**src/rtl/disk_page_responder.sv**
```systemverilog
// Disk-side page responder: moves one page of words between a valid/ready word
// stream and a synchronous-read disk port, in a direction fixed per request.
module disk_page_responder #(
    parameter int unsigned DATA_W     = 16,
    parameter int unsigned ADDR_W     = 15,
    parameter int unsigned PAGE_WORDS = 1024,
    parameter int unsigned PAGE_W     = ADDR_W - $clog2(PAGE_WORDS)
) (
    input  logic              clk,
    input  logic              reset,
    input  logic              req,
    input  logic              dir,
    input  logic [PAGE_W-1:0] page,
    output logic              busy,
    output logic              done,
    input  logic              in_valid,
    input  logic [DATA_W-1:0] in_data,
    output logic              in_ready,
    output logic              out_valid,
    output logic [DATA_W-1:0] out_data,
    input  logic              out_ready,
    output logic [DATA_W-1:0] data_s,
    output logic [ADDR_W-1:0] addr_s,
    output logic              tr_s,
    input  logic [DATA_W-1:0] q_s
);

    localparam int unsigned CNT_W = $clog2(PAGE_WORDS);
    localparam logic [CNT_W-1:0] LAST_WORD = CNT_W'(PAGE_WORDS - 1);

    typedef enum logic [2:0] {
        S_IDLE,
        S_STORE,
        S_LD_ADDR,
        S_LD_CAP,
        S_LD_OUT,
        S_DONE
    } state_t;

    state_t              r_state;
    logic [PAGE_W-1:0]   r_page;
    logic [CNT_W-1:0]    r_cnt;
    logic                r_busy;
    logic                r_done;
    logic                r_in_ready;
    logic                r_out_valid;
    logic [DATA_W-1:0]   r_out_data;
    logic [ADDR_W-1:0]   r_addr;
    logic                w_store;
    logic [CNT_W-1:0]    w_cnt_inc;

    assign w_store   = (r_state == S_STORE);
    assign w_cnt_inc = CNT_W'(r_cnt + CNT_W'(1));

    // State and registered outputs; r_addr always tracks {page, cnt} while active.
    always_ff @(posedge clk) begin
        if (reset) begin
            r_state     <= S_IDLE;
            r_page      <= '0;
            r_cnt       <= '0;
            r_busy      <= 1'b0;
            r_done      <= 1'b0;
            r_in_ready  <= 1'b0;
            r_out_valid <= 1'b0;
            r_out_data  <= '0;
            r_addr      <= '0;
        end else begin
            case (r_state)
                S_IDLE: begin
                    if (req) begin
                        r_page     <= page;
                        r_cnt      <= '0;
                        r_busy     <= 1'b1;
                        r_addr     <= {page, CNT_W'(0)};
                        r_in_ready <= ~dir;
                        r_state    <= dir ? S_LD_ADDR : S_STORE;
                    end
                end
                S_STORE: begin
                    if (in_valid) begin
                        if (r_cnt == LAST_WORD) begin
                            r_in_ready <= 1'b0;
                            r_done     <= 1'b1;
                            r_addr     <= '0;
                            r_state    <= S_DONE;
                        end else begin
                            r_cnt  <= w_cnt_inc;
                            r_addr <= {r_page, w_cnt_inc};
                        end
                    end
                end
                S_LD_ADDR: begin
                    r_state <= S_LD_CAP;
                end
                S_LD_CAP: begin
                    // q_s now reflects the address presented in S_LD_ADDR
                    r_out_data  <= q_s;
                    r_out_valid <= 1'b1;
                    r_state     <= S_LD_OUT;
                end
                S_LD_OUT: begin
                    if (out_ready) begin
                        r_out_valid <= 1'b0;
                        if (r_cnt == LAST_WORD) begin
                            r_done  <= 1'b1;
                            r_addr  <= '0;
                            r_state <= S_DONE;
                        end else begin
                            r_cnt   <= w_cnt_inc;
                            r_addr  <= {r_page, w_cnt_inc};
                            r_state <= S_LD_ADDR;
                        end
                    end
                end
                S_DONE: begin
                    r_done  <= 1'b0;
                    r_busy  <= 1'b0;
                    r_state <= S_IDLE;
                end
                default: begin
                    r_state     <= S_IDLE;
                    r_busy      <= 1'b0;
                    r_done      <= 1'b0;
                    r_in_ready  <= 1'b0;
                    r_out_valid <= 1'b0;
                    r_addr      <= '0;
                end
            endcase
        end
    end

    // Store words are written in the same cycle they are accepted.
    assign tr_s      = w_store & in_valid;
    assign data_s    = w_store ? in_data : '0;

    assign busy      = r_busy;
    assign done      = r_done;
    assign in_ready  = r_in_ready;
    assign out_valid = r_out_valid;
    assign out_data  = r_out_data;
    assign addr_s    = r_addr;

endmodule

```
**config.mk**
```make
export PLATFORM = sky130hd
export DESIGN_NAME = disk_page_responder
export DESIGN_NICKNAME = d
export VERILOG_FILES = /design/src/rtl/disk_page_responder.sv
export SDC_FILE = /design/constraint.sdc
export NUM_CORES = 1
export LEC_CHECK = 0
export BUFFER_PORTS_ARGS = -buffer_cell sky130_fd_sc_hd__buf_2
export CAP_MARGIN = 25
export CORE_ASPECT_RATIO = 0.7
export CORE_MARGIN = 4
export CORE_UTILIZATION = 40
export CTS_CLUSTER_SIZE = 40
export DETAILED_ROUTE_END_ITERATION = 8
export MAX_ROUTING_LAYER = met4
export PLACE_DENSITY = 0.66
export SLEW_MARGIN = 5
export SYNTH_ARGS = -nofsm -noshare
export SYNTH_HDL_FRONTEND = slang
export SYNTH_SLANG_ARGS = --single-unit
```
**constraint.sdc**
```tcl
create_clock -name clk -period 4.4 [get_ports clk]
set_input_delay 0.44 -clock clk [delete_from_list [all_inputs] [get_ports clk]]
set_output_delay 0.44 -clock clk [all_outputs]
set_load 0.02 [all_outputs]
```
-- Word level (Yosys, flattened, before mapping)
Index checks and enable logic that the tools add are counted.
- register bits after elaboration: 53
- input port bits: 43
- output and inout bits: 52
- word-level logic and storage cells: 72
- add/subtract/negate cells: 1
- equal/unequal tests: 10
- muxes and demuxes: 30
- bitwise operators: 7
- reduce and logical (&&, ||, !) cells: 15
- operators with widths (kind ; count):
    15-bit two-way mux ; 4
    15-bit one-hot mux with 4 select lines ; 1
    10-bit two-way mux ; 4
    10-bit one-hot mux with 3 select lines ; 1
    16-bit two-way mux ; 1
    4-bit AND reduction ; 4
    3-bit two-way mux ; 5
    3-bit one-hot mux with 5 select lines ; 1
    4-bit OR reduction ; 3
    10-bit by 1-bit adder with 10-bit output (second input constant) ; 1
    10-bit == test (second input constant) ; 1
    1-bit one-hot mux with 3 select lines ; 3
    1-bit two-way mux ; 8
    3-bit by 2-bit == test with 1-bit output (second input constant) ; 2
    3-bit == test (second input constant) ; 2
    2-bit != test (second input constant) ; 3
    1-bit NOT ; 6
    2-bit AND reduction ; 3
    3-bit OR reduction ; 2
    3-bit by 1-bit == test with 1-bit output (second input constant) ; 1
    3-bit zero test ; 1
    3-bit AND reduction ; 1
    3-bit nonzero test ; 1
    2-bit two-way mux ; 1
    3 further kinds ; 3

-- Longest topological paths before layout
- depth in word-level cells: 4
- depth in mapped cells: 7

-- Least setup slack after synthesis
OpenSTA, ideal clock, no wires.
- path type: register -> output
- start: register r_state[2]
- end: output port data_s[10]
- data arrival time: 1.287 ns
- data required time: 3.960 ns
- setup slack: 2.673 ns
- cell stages (with the launch flop): 5
- cells stage by stage: dfxtp_1 > buf_2 > nor3b_2 > clkbuf_1 > and2_1
- longest elaborated chain between the ends: 2
- ends and longest elaborated chain (what ; line ; RTL):
    start, declared ; 40 ; state_t r_state;
    start signal, assigned ; 76 ; r_state <= dir ? S_LD_ADDR : S_STORE;
    3-bit by 1-bit == test with 1-bit output ; 52 ; assign w_store = (r_state == S_STORE);
    16-bit two-way mux ; 134 ; assign data_s = w_store ? in_data : '0;
    end, declared ; 22 ; output logic [DATA_W-1:0] data_s,
Every way passes these cells.

-- Final worst setup path
- start: register r_state[0]
- end: output port data_s[2]
The elaborated chain is that of the path after synthesis.

==> results.cfg <==
[status]
status = finished, final reports clean

[clock_network]
clock_path_buffers = 2
h-tree-depth = 2
cts_hold_buf = 0
cts_setup_buffers = 0
ctsResizeCount = 0
root_buffer = clkbuf_8
path_clk_slew_ps = 100
cts_tree = yes
numCtsBuffers = 5
cts.sinks = 53
clk_latency_ps = 300

[place]
dpl.cell_count = 426
place_area_sq_um = 2900
port_buffers = 94
dp_slack_ps = 2180
place_congestion = 0.826
place_hpwl_mm = 4.45

[floorplan]
placementRows = 23
core_sq_um = 5810
die_h_microns = 73.4
fp.dieW_microns = 101
start_util = 0.421
die_area_sq_um = 7450
pin_count = 95

[synthesis]
synth.area.top_cells = dfxtp_1, nand2_1, a21oi_1, o2bb2ai_1, and2_1
synth_top_area_share = 0.434
synth_seq_cells = 53
synth_area_leader_cell = dfxtp_1
yosysSeqAreaShare = 0.434
yosysWarnings = 0
synth_edf_count = 0
synth.avg_cell_area_sq_um = 8.83
synth_fp_nets = 321
synth_area_sq_um = 2450
ys.flop_type = dfxtp_1
async_flop_share = 0
yosysUniqueCellTypes = 47
synthesis.instances = 277

[final_layout]
layout-drive-gt1-share = 0.337
num_antenna_cells = 0
syn_to_final_growth_pct = 21.8
fin_cells = 434
nNetsFinal = 402
utilization = 0.513
design_area_sq_um = 2980
fillers = 589

[global_route]
antenna_found_initial = 0
grt.total_usage = 0.165
grt_max_degree = 44
gr-total-overflow = 0
grt_pass1_wl_mm = 9.60
grt_pass1_vias = 2022

[timing]
fmax_mhz = 399
setup_viol = 0
setup_ws_ps = 1890
hold_slack_ps = 362
worstMarginPinSlew_ps = 825
setup_tns_ps = 0
skew_ps = 4.56
drv_slew = 0
post-route-min-period_ps = 2510
fin_crit_sh = 0.569
slew_headroom = 0.450
rsz0062_at_grt = false
finalHoldViolCount = 0

[power]
power_mw = 1.11
power_leakage_nw = 1.27
powerDensity_nw_per_um2 = 374
vdd_drop_max_uv = 137

[detailed_routing]
wl_met2_mm = 2.61
routed_via_density = 5.12
drc = 0
ant_nets = 0
maxUsedRoutingLayer = met4
drt-wirelength-per-cell_microns = 13.9
drtPass1Iterations = 4
drt-initial-drc-count = 77
wl_met3_microns = 364
vias = 2223
drt_wl_total_mm = 6.04
wirelength_met1_mm = 3.00

[setup_path]
critPathRequiredTime_ps = 3960
cp_max_fo = 18
crit_type = flip-flop to primary output
endpoint_kind = primary output
cp-start-kind = flip-flop
crit_arrival_ps = 2070

[hold_path]
hp-class = input port to flip-flop

[job]
maxCapViolCount = 0
==> power by group <==
group          switching (mW)  leakage [nW]  internal, mW  total, mW
registers              0.0345         0.430         0.509      0.544
logic                   0.179         0.804         0.117      0.296
clock network           0.161        0.0385         0.113      0.274
==> cell usage after synthesis (3+ instances only) <==
cell,count
a32oi_1,4
o21a_1,3
nor2b_1,5
xnor2_1,4
nand3_1,10
nor3_1,6
clkbuf_1,7
nand4_1,5
o21ai_0,4
a22o_1,4
xor2_1,3
and2_1,17
buf_2,7
nor2_1,4
dfxtp_1,53
o2bb2ai_1,14
or3_1,3
a21oi_1,28
buf_6,4
mux2_2,4
nand2_1,50
==> worst max-delay path, stage by stage (launching register included) <==
cell and delay, ps:
dfxtp_1 660, nor3b_2 710, and2_1 220, buf_2 160
==> kinds of logic after synthesis <==
| family | Yosys count | synth area share |
|---|---|---|
| AOI/OAI and AO/OA | 77 | 0.225 |
| buffers and inverters | 22 | 0.0496 |
| and+or+nand+nor | 113 | 0.243 |
| muxes | 4 | 0.0184 |
| DFF | 53 | 0.434 |
| adders and majority gates | 1 | 0.00511 |
| xor gates and xnor gates | 7 | 0.0251 |
==> cell type report <==
cell class / count / area [sq um] / share of cell area
Clock buffer: 7 / 76.3 / 0.0256
Clock inverter: 1 / 7.51 / 0.00252
Inverter: 2 / 7.51 / 0.00252
Multi-Input combinational cell: 202 / 1260 / 0.424
Sequential cell: 53 / 1060 / 0.356
Tap cell: 75 / 93.8 / 0.0315
Timing Repair Buffer: 94 / 470 / 0.158
==> path summary, 6_finish.rpt <==
check / from / endpoint / slack (ps) / cells after the start
worst max-delay path: r_state[0] / data_s[2] / 1890 / 3
worst min-delay path: q_s[11] / out_data[11] / 360 / 3
worst max register to register: r_state[0] / addr_s[8] / 2140 / 4
worst min register to register: out_data[12] / out_data[12] / 460 / 2
==> layout by cell type, fill, tap and decap left out, types with 5 or more instances in the layout <==
cell / Yosys / routed
and2_1: 17 / 17
o2bb2ai_1: 14 / 14
nand2_1: 50 / 50
clkbuf_8: 0 / 5
nand3_1: 10 / 10
a21oi_1: 28 / 28
dfxtp_1: 53 / 53
buf_2: 7 / 94
nor2b_1: 5 / 5
nor3_1: 6 / 6
nand4_1: 5 / 5
==> registers in the layout, summed over array words and instances, names as in the netlist <==
| name | count |
|---|---|
| r_cnt | 10 |
| busy | 1 |
| done | 1 |
| out_data | 16 |
| out_valid | 1 |
| r_state | 3 |
| addr_s | 15 |
| in_ready | 1 |
| r_page | 5 |
==> per-layer routing <==
metal | vias to the layer above | global-route usage
met1 | 1000 | 0.239
met4 | 0 | 0.0442
met2 | 69 | 0.229
met5 | - | -
li1 | 1147 | -
met3 | 7 | 0.0370
Power figures use the tool's default switching activity.
